File: src/rtl/aes_round_ctrl_if.sv
// aes_round_ctrl_if
//   Groups every non-clock/reset signal of the AES round controller.
//   slave  : controller view (accepts jobs, drives the round block, returns results)
//   master : environment view (job source, round block, result sink)
//   Job input   : in_valid, in_ready, in_text[127:0], in_key[127:0]
//   Round block : blk_trig, blk_first, blk_end, blk_count[3:0],
//                 blk_data_in[127:0], blk_key[127:0], blk_data_out[127:0], blk_busy
//   Result      : out_valid, out_ready, out_text[127:0]
//   Status      : err (sticky, cleared when a new job is accepted)
interface aes_round_ctrl_if;
   logic         in_valid;
   logic         in_ready;
   logic [127:0] in_text;
   logic [127:0] in_key;
   logic         blk_trig;
   logic         blk_first;
   logic         blk_end;
   logic [3:0]   blk_count;
   logic [127:0] blk_data_in;
   logic [127:0] blk_key;
   logic [127:0] blk_data_out;
   logic         blk_busy;
   logic         out_valid;
   logic         out_ready;
   logic [127:0] out_text;
   logic         err;

   modport slave (
      input  in_valid, in_text, in_key, blk_data_out, blk_busy, out_ready,
      output in_ready, blk_trig, blk_first, blk_end, blk_count,
             blk_data_in, blk_key, out_valid, out_text, err
   );

   modport master (
      output in_valid, in_text, in_key, blk_data_out, blk_busy, out_ready,
      input  in_ready, blk_trig, blk_first, blk_end, blk_count,
             blk_data_in, blk_key, out_valid, out_text, err
   );
endinterface

File: src/rtl/aes_round_ctrl.sv
// aes_round_ctrl
//   Sequences ten AES-128 rounds through an external round block: latches a
//   job, applies the initial key whitening, then for each round pulses the
//   block trigger, waits for busy to rise (bounded by ACK_WAIT) and fall, and
//   captures the round result. The final state is presented on out_text.
//   Ports: clk, reset (synchronous, active-high), bus (aes_round_ctrl_if.slave).
//   Parameters: ACK_WAIT (cycles allowed for busy to rise after the trigger),
//               TIMEOUT  (busy-high cycles allowed per round, timeout build only).
//   Optional feature macro: ROUND_TIMEOUT_EN enables the per-round busy timeout.
//
//   state       | meaning
//   S_IDLE      | ready for a job; in_ready=1
//   S_WHITEN    | state <= text ^ key, round <= 1
//   S_TRIG      | one-cycle trigger pulse to the round block
//   S_WAIT_ACK  | wait for busy to rise, error after ACK_WAIT cycles
//   S_WAIT_DONE | wait for busy falling edge
//   S_NEXT      | capture round result, advance round or finish
//   S_OUT       | hold result until out_ready
module aes_round_ctrl #(
   parameter int ACK_WAIT = 4,
   parameter int TIMEOUT  = 1023
) (
   input  logic             clk,
   input  logic             reset,
   aes_round_ctrl_if.slave  bus
);

   typedef enum logic [2:0] {
      S_IDLE, S_WHITEN, S_TRIG, S_WAIT_ACK, S_WAIT_DONE, S_NEXT, S_OUT
   } state_t;

   localparam int ACK_W = (ACK_WAIT > 1) ? $clog2(ACK_WAIT + 1) : 1;

   state_t           r_state;
   state_t           w_state_nxt;
   logic [127:0]     r_data;
   logic [127:0]     r_key;
   logic [3:0]       r_round;
   logic             r_err;
   logic             r_busy_q;
   logic [ACK_W-1:0] r_ack_cnt;

   logic w_in_xfer;
   logic w_out_xfer;
   logic w_ack_expired;
   logic w_busy_fall;
   logic w_round_expired;

   assign w_in_xfer     = (r_state == S_IDLE) && bus.in_valid;
   assign w_out_xfer    = (r_state == S_OUT) && bus.out_ready;
   assign w_busy_fall   = r_busy_q && !bus.blk_busy;
   // Down-counter loaded in TRIG; busy is sampled on ACK_WAIT WAIT_ACK cycles.
   assign w_ack_expired = (r_state == S_WAIT_ACK) && !bus.blk_busy && (r_ack_cnt == '0);

`ifdef ROUND_TIMEOUT_EN
   localparam int TO_W = (TIMEOUT > 1) ? $clog2(TIMEOUT + 1) : 1;
   logic [TO_W-1:0] r_to_cnt;

   // Reloaded while waiting for the ack so every round starts with a full budget.
   always_ff @(posedge clk) begin
      if (reset) begin
         r_to_cnt <= '0;
      end else if (r_state == S_WAIT_ACK) begin
         r_to_cnt <= TO_W'(TIMEOUT - 1);
      end else if ((r_state == S_WAIT_DONE) && bus.blk_busy && (r_to_cnt != '0)) begin
         r_to_cnt <= r_to_cnt - 1'b1;
      end
   end

   assign w_round_expired = (r_state == S_WAIT_DONE) && bus.blk_busy && (r_to_cnt == '0);
`else
   assign w_round_expired = 1'b0;
`endif

   always_ff @(posedge clk) begin
      if (reset) begin
         r_state <= S_IDLE;
      end else begin
         r_state <= w_state_nxt;
      end
   end

   always_comb begin
      w_state_nxt = r_state;
      case (r_state)
         S_IDLE:      if (w_in_xfer) w_state_nxt = S_WHITEN;
         S_WHITEN:    w_state_nxt = S_TRIG;
         S_TRIG:      w_state_nxt = S_WAIT_ACK;
         S_WAIT_ACK: begin
            if (bus.blk_busy)       w_state_nxt = S_WAIT_DONE;
            else if (w_ack_expired) w_state_nxt = S_IDLE;
         end
         S_WAIT_DONE: begin
            if (w_busy_fall)          w_state_nxt = S_NEXT;
            else if (w_round_expired) w_state_nxt = S_IDLE;
         end
         S_NEXT:      w_state_nxt = (r_round == 4'd10) ? S_OUT : S_TRIG;
         S_OUT:       if (w_out_xfer) w_state_nxt = S_IDLE;
         default:     w_state_nxt = S_IDLE;
      endcase
   end

   always_comb begin
      bus.in_ready  = 1'b0;
      bus.blk_trig  = 1'b0;
      bus.blk_first = 1'b0;
      bus.blk_end   = 1'b0;
      bus.out_valid = 1'b0;
      case (r_state)
         S_IDLE:  bus.in_ready = 1'b1;
         S_TRIG, S_WAIT_ACK, S_WAIT_DONE: begin
            bus.blk_trig  = (r_state == S_TRIG);
            bus.blk_first = (r_round == 4'd1);
            bus.blk_end   = (r_round == 4'd10);
         end
         S_OUT:   bus.out_valid = 1'b1;
         default: ;
      endcase
   end

   assign bus.blk_count   = r_round;
   assign bus.blk_data_in = r_data;
   assign bus.blk_key     = r_key;
   assign bus.out_text    = r_data;
   assign bus.err         = r_err;

   always_ff @(posedge clk) begin
      if (reset) begin
         r_data    <= '0;
         r_key     <= '0;
         r_round   <= '0;
         r_err     <= 1'b0;
         r_busy_q  <= 1'b0;
         r_ack_cnt <= '0;
      end else begin
         r_busy_q <= bus.blk_busy;
         if (w_in_xfer) begin
            r_data <= bus.in_text;
            r_key  <= bus.in_key;
            r_err  <= 1'b0;
         end
         if (w_ack_expired || w_round_expired) begin
            r_err <= 1'b1;
         end
         case (r_state)
            S_WHITEN: begin
               r_data  <= r_data ^ r_key;
               r_round <= 4'd1;
            end
            S_TRIG:     r_ack_cnt <= ACK_W'(ACK_WAIT - 1);
            S_WAIT_ACK: if (r_ack_cnt != '0) r_ack_cnt <= r_ack_cnt - 1'b1;
            S_NEXT: begin
               r_data <= bus.blk_data_out;
               if (r_round != 4'd10) r_round <= r_round + 1'b1;
            end
            default: ;
         endcase
      end
   end

endmodule

File: src/flat_wrapper.sv
// flat-port wrapper written by rule: the top's interface ports become plain ports
module aes_round_ctrl_flat 
#(
   parameter int ACK_WAIT = 4,
   parameter int TIMEOUT  = 1023
)
  (clk, reset, bus_in_valid, bus_in_text, bus_in_key, bus_blk_data_out, bus_blk_busy, bus_out_ready, bus_in_ready, bus_blk_trig, bus_blk_first, bus_blk_end, bus_blk_count, bus_blk_data_in, bus_blk_key, bus_out_valid, bus_out_text, bus_err);
  aes_round_ctrl_if bus_i ();
  input  logic clk;
  input  logic reset;
  input wire logic [$bits(bus_i.in_valid)-1:0] bus_in_valid;
  input wire logic [$bits(bus_i.in_text)-1:0] bus_in_text;
  input wire logic [$bits(bus_i.in_key)-1:0] bus_in_key;
  input wire logic [$bits(bus_i.blk_data_out)-1:0] bus_blk_data_out;
  input wire logic [$bits(bus_i.blk_busy)-1:0] bus_blk_busy;
  input wire logic [$bits(bus_i.out_ready)-1:0] bus_out_ready;
  output wire logic [$bits(bus_i.in_ready)-1:0] bus_in_ready;
  output wire logic [$bits(bus_i.blk_trig)-1:0] bus_blk_trig;
  output wire logic [$bits(bus_i.blk_first)-1:0] bus_blk_first;
  output wire logic [$bits(bus_i.blk_end)-1:0] bus_blk_end;
  output wire logic [$bits(bus_i.blk_count)-1:0] bus_blk_count;
  output wire logic [$bits(bus_i.blk_data_in)-1:0] bus_blk_data_in;
  output wire logic [$bits(bus_i.blk_key)-1:0] bus_blk_key;
  output wire logic [$bits(bus_i.out_valid)-1:0] bus_out_valid;
  output wire logic [$bits(bus_i.out_text)-1:0] bus_out_text;
  output wire logic [$bits(bus_i.err)-1:0] bus_err;
  assign bus_i.in_valid = bus_in_valid;
  assign bus_i.in_text = bus_in_text;
  assign bus_i.in_key = bus_in_key;
  assign bus_i.blk_data_out = bus_blk_data_out;
  assign bus_i.blk_busy = bus_blk_busy;
  assign bus_i.out_ready = bus_out_ready;
  assign bus_in_ready = bus_i.in_ready;
  assign bus_blk_trig = bus_i.blk_trig;
  assign bus_blk_first = bus_i.blk_first;
  assign bus_blk_end = bus_i.blk_end;
  assign bus_blk_count = bus_i.blk_count;
  assign bus_blk_data_in = bus_i.blk_data_in;
  assign bus_blk_key = bus_i.blk_key;
  assign bus_out_valid = bus_i.out_valid;
  assign bus_out_text = bus_i.out_text;
  assign bus_err = bus_i.err;
  aes_round_ctrl #(.ACK_WAIT(ACK_WAIT), .TIMEOUT(TIMEOUT)) u_core (.clk(clk), .reset(reset), .bus(bus_i));
endmodule
File: config.mk
export PLATFORM = sky130hd
export DESIGN_NAME = aes_round_ctrl_flat
export DESIGN_NICKNAME = d
export VERILOG_FILES = /design/src/rtl/aes_round_ctrl_if.sv /design/src/rtl/aes_round_ctrl.sv /design/src/flat_wrapper.sv
export SDC_FILE = /design/constraint.sdc
export NUM_CORES = 1
export LEC_CHECK = 0
export CORE_AREA = 2 2 302 304
export DETAILED_ROUTE_END_ITERATION = 16
export DIE_AREA = 0 0 304 306
export SETUP_SLACK_MARGIN = 0.4
export SYNTH_ARGS = -nofsm -noshare
export SYNTH_HDL_FRONTEND = slang
export SYNTH_SLANG_ARGS = --single-unit
File: constraint.sdc
create_clock -name clk -period 2.8 [get_ports clk]
set_input_delay 0.56 -clock clk [delete_from_list [all_inputs] [get_ports clk]]
set_output_delay 0.56 -clock clk [all_outputs]
set_load 0.05 [all_outputs]
Word-level counts from Yosys, hierarchy flattened
Cells that the tools add are included.
Widths: inputs -> output; s select.
{"block": "word_totals", "register_bits": 268, "latchBits": 0, "ramBits": 0, "rom_bits": 0, "in_bits": 389, "out_inout_bits": 394, "elab_cells": 62, "mem_count": 0}
{"block": "classes", "addsub": 2, "mul": 0, "div_mod_pow": 0, "magnitude_cmp": 0, "n_eq_ne": 15, "shift": 0, "n_mux": 20, "n_bitwise": 1, "reduce_logical": 17}
{"op": "$pmux 128 s2", "n": 1}
{"op": "$mux 128", "n": 1}
{"op": "$xor 128x128->128", "n": 1}
{"op": "$mux 3", "n": 7}
{"op": "$pmux 3 s7", "n": 1}
{"op": "$eq 3x3->1 const B", "n": 3}
{"op": "$ne 2x1->1 const B", "n": 4}
{"op": "$pmux 4 s2", "n": 1}
{"op": "$mux 1", "n": 7}
{"op": "$eq 3x2->1 const B", "n": 2}
{"op": "$logic_not 3->1", "n": 2}
{"op": "$pmux 3 s2", "n": 1}
{"op": "$reduce_bool 2->1", "n": 3}
{"op": "$reduce_bool 3->1", "n": 2}
{"op": "$logic_and 1x1->1", "n": 5}
{"op": "$add 4x1->4 const B", "n": 1}
{"op": "$eq 4x1->1 const B", "n": 1}
{"op": "$eq 4x4->1 const B", "n": 1}
{"op": "$mux 4", "n": 1}
{"op": "$ne 4x4->1 const B", "n": 1}
{"op": "$reduce_and 2->1", "n": 2}
{"op": "$reduce_and 4->1", "n": 1}
{"op": "$eq 3x1->1 const B", "n": 1}
{"op": "$ne 3x2->1 const B", "n": 1}
{"op": "4 further kinds", "n": 4}

Logic depth before layout (Yosys ltp)
{"block": "logic_depth", "depth_word": 6, "ltp_mapped": 8, "mapped_depth_nobuf": 6}

Worst setup path before layout
OpenSTA, ideal clock, no wires.
{"block": "synth_path", "path_type": "register to output", "from": "reg u_core.r_state[1]", "to": "out bus_blk_trig", "arrival_ns": 2.354, "required_time_ns": 2.240, "path_slack_ns": -0.114, "stages_incl_launch_ff": 6, "n_path_buf": 4, "cell_sequence": "dfxtp_1 -> buf_4 -> buf_2 -> clkbuf_1 -> clkbuf_1 -> nor3b_1"}
{"block": "synth_via", "elab_chain_len": 3, "word_cells_on_any_way": 5, "classes_between": "eq/ne (3); mux (1); reduce/logical (1)"}
{"element": "start, declared", "line": "aes_round_ctrl.sv:34", "text": "state_t r_state;"}
{"element": "start signal, assigned", "line": "aes_round_ctrl.sv:79", "text": "r_state <= w_state_nxt;"}
{"element": "$eq 3x3->1 (tied with other cells)", "line": "aes_round_ctrl.sv:109", "text": "case (r_state)"}
{"element": "$reduce_or 3->1", "line": "aes_round_ctrl.sv:109"}
{"element": "$mux 1 (*)", "line": "aes_round_ctrl.sv:109"}
{"element": "end, declared", "line": "flat_wrapper.sv:18", "text": "output wire logic [$bits(bus_i.blk_trig)-1:0] bus_blk_trig;"}
Mark *: on every way between the ends. The rest lies on a longest branch, timed or not.

Worst setup path after layout
{"block": "layout_path", "from": "reg u_core.r_data[119], in the netlist u_core.bus.blk_data_in[119]", "to": "out bus_out_text[119]"}
{"element": "start, declared", "line": "aes_round_ctrl.sv:36", "text": "logic [127:0] r_data;"}
{"element": "start signal, assigned", "line": "aes_round_ctrl.sv:138", "text": "r_data <= bus.in_text;"}
{"element": "start signal, assigned", "line": "aes_round_ctrl.sv:147", "text": "r_data <= r_data ^ r_key;"}
{"element": "start signal, assigned", "line": "aes_round_ctrl.sv:153", "text": "r_data <= bus.blk_data_out;"}
{"element": "end, declared", "line": "flat_wrapper.sv:25", "text": "output wire logic [$bits(bus_i.out_text)-1:0] bus_out_text;"}
No word-level cell between the ends.

==> results_dict.tcl <==
set metrics [dict create \
    seq_area_frac_synth_pct 35.2 \
    vdd_ir_drop_max_mv 0.356 \
    synth.avg_cell_area_um2 7.81 \
    synthCells 1953 \
    cts_sinks 268 \
    ant_nets 0 \
    cts_max_level 2 \
    area_delta_synth_final_pct 61.4 \
    period_share_pct 84.1 \
    maxSlewViolCount 0 \
    clock_skew_ns 0.0226 \
    tritoncts "done" \
    fin_area_um2 24600 \
    place_congestion 0.828 \
    finalNetCount 2898 \
    clk_path_buf_depth 3 \
    stdcell_count 3706 \
    critPathMaxStageDelay_ns 0.84 \
    die_h_um 306 \
    setup-tns-final_ns 0 \
    rows 110 \
    dpl_cell_area_um2 23400 \
    route.detailed.drc 0 \
    switching_share_pct 40.5 \
    critPathKind "reg -> out" \
    global_route.overflow_total 0 \
    hold_viol_final 0 \
    firstDrtPassIters 5 \
    dp_cells 3632 \
    clock_latency_ns 0.55 \
    hp-class "in -> reg" \
    path_buf_inv 1 \
    maxCapViolations 0 \
    rsz0062_at_grt "yes" \
    numCtsBuffers 35 \
    postCtsHoldBufs 0 \
    async_flop_share_pct 0 \
    drtIter0Drc 1184 \
    comb_power_share_pct 38.4 \
    root_buffer "clkbuf_16" \
    synth_area_leader_cell "dfxtp_1" \
    grt_max_degree 134 \
    utilization_pct 27.5 \
    power.density_nw_per_um2 618 \
    numPortBuffers 782 \
    startpoint_type "flop" \
    nFillCells 9642 \
    p_leak_nw 9.59 \
    start_util_pct 17.0 \
    crit_family "buffers and inverters" \
    internal-power_mw 9.04 \
    worstPathArrival_ns 1.79 \
    antenna_found_initial 8 \
    core-area_um2 89600 \
    clkPwrFrac_pct 30.8 \
    setup-violations-final 0 \
    synth_area_um2 15300 \
    synth_top_area_share_pct 35.2 \
    synth_nets 2347 \
    wirelength_um 75700 \
    post_drt_wl_per_cell_um 20.4 \
    finalCriticalPeriod_ns 2.35 \
    crit_path_top_delay_cell "clkdlybuf4s50_1" \
    endpoint_kind "output port" \
    yosys_warnings 0 \
    die_width_um 304 \
    dieArea_um2 93000 \
    synthFlopType "dfxtp_1" \
    crit_fanout 4 \
    cp_cell_sequence "clkdlybuf4s50_1" \
    netlist_top_cells_count "dfxtp_1, a21oi_1, nand2_1" \
    pin_count 783 \
    grt_pass1_wl_um 111000 \
    grt_pass1_vias 16600 \
    drive_gt1_share_pct 5.58 \
    fmax_mhz 425 \
    seq_area_um2 5380 \
    status "completed" \
    multiInputGateArea_um2 7800 \
    viasPerCell 4.56 \
    dp_hpwl_um 52300 \
    ys_ff_latch 268 \
    p_seq_share_pct 30.8 \
    synth_edf_count 0 \
    relSlewSlack_pct 45.1 \
    path_clk_slew_ns 0.06 \
    synthTopCellsByArea "dfxtp_1, a21oi_1, o32ai_1, buf_4, nand2_1" \
    ys_types 38 \
    track_usage_pct 15.3 \
    synth_most_common_cell "dfxtp_1" \
    worst_pin_slew_ns 0.824 \
    num_vias 16900 \
    cp.required_ns 2.24 \
    switchingPower_mw 6.17 \
]
==> power groups by stage <==
stage	sequential [mW]	combinational, mW	clock (mW)
2_1_floorplan	5.89	2.62	0
3_3_place_gp	4.80	5.92	0
3_5_place_dp	4.80	5.94	0
4_1_cts	4.69	5.88	4.85
5_1_grt	4.74	6.13	4.96
6_report	4.68	5.85	4.68
==> cells by family after synthesis <==
| logic type | count (synthesis) | synth area share, % |
|---|---|---|
| AO/OA/AOI/OAI | 663 | 27.8 |
| adder cells (fa/ha/maj) | 5 | 0.410 |
| buffers and inverters | 401 | 14.3 |
| flip-flops | 268 | 35.2 |
| AND/OR/NAND/NOR | 616 | 22.3 |
==> registers in the layout, summed over array words and instances (netlist names) <==
| name | cells |
|---|---|
| u_core.bus.blk_count | 4 |
| u_core.bus.blk_data_in | 128 |
| u_core.bus.blk_key | 128 |
| u_core.bus.err | 1 |
| u_core.r_ack_cnt | 3 |
| u_core.r_busy_q | 1 |
| u_core.r_state | 3 |
==> area by class of cell <==
cell class | count | share of cell area [%]
antenna | 3 | 0.0305
clock buffer | 52 | 4.44
clock inverter | 8 | 0.279
inverter | 73 | 1.11
multi-input combinational | 1284 | 31.7
sequential | 268 | 21.8
tap | 1176 | 5.98
timing repair buffer | 842 | 34.7
==> worst paths after layout <==
| check | from | end | slack, ns | cells past startpoint |
|---|---|---|---|---|
| hold / removal | reset | u_core.bus.blk_key[69] | 0.41 | 2 |
| hold reg to reg | u_core.bus.err | u_core.bus.err | 0.46 | 2 |
| setup / recovery | u_core.bus.blk_data_in[119] | bus_out_text[119] | 0.45 | 1 |
| setup reg to reg | u_core.r_state[0] | u_core.bus.blk_data_in[43] | 0.67 | 6 |
==> through the flow <==
stage	hold WS [ns]	total power [mW]	setup slack, ns
after global routing	0.394	15.8	0.376
after detailed placement	0.449	10.7	0.297
after global placement	0.442	10.7	0.364
final	0.410	15.2	0.446
after floorplan	0.438	8.51	0.345
after CTS	0.367	15.4	0.391
==> timing repair <==
item                                    4_1_cts  5_1_grt
pin swaps                                     3        0
endpoints found under the setup margin      126       56
gates resized for setup                     120       49
cloned                                        0        0
setup buffers                                11        0
==> layout by cell type (no fill, tap or decap), drive strengths merged, types with 3 or more instances in the layout <==
| cell type | count |
|---|---|
| nand2b | 66 |
| a221oi | 66 |
| ha | 5 |
| dfxtp | 268 |
| a31oi | 3 |
| diode | 3 |
| dlymetal6s2s | 45 |
| clkbuf | 53 |
| nand2 | 261 |
| buf | 64 |
| a211oi | 65 |
| clkinv | 5 |
| nor2b | 72 |
| inv | 74 |
| o21ai | 132 |
| a21oi | 262 |
| nor2 | 67 |
| dlygate4sd2 | 115 |
| o32ai | 128 |
| clkdlybuf4s50 | 617 |
| or3b | 3 |
| and4b | 66 |
| nor3b | 66 |
==> layer usage <==
metal | vias up | share of wire [%] | global-route usage [%]
met2 | 754 | 49 | 26.4
met3 | 85 | 6.8 | 3.12
met4 | 2 | 2.2 | 4.51
met5 | - | 0.017 | 0
li1 | 8002 | - | -
met1 | 8052 | 42 | 19.3
(Power assumes the default switching activity.)
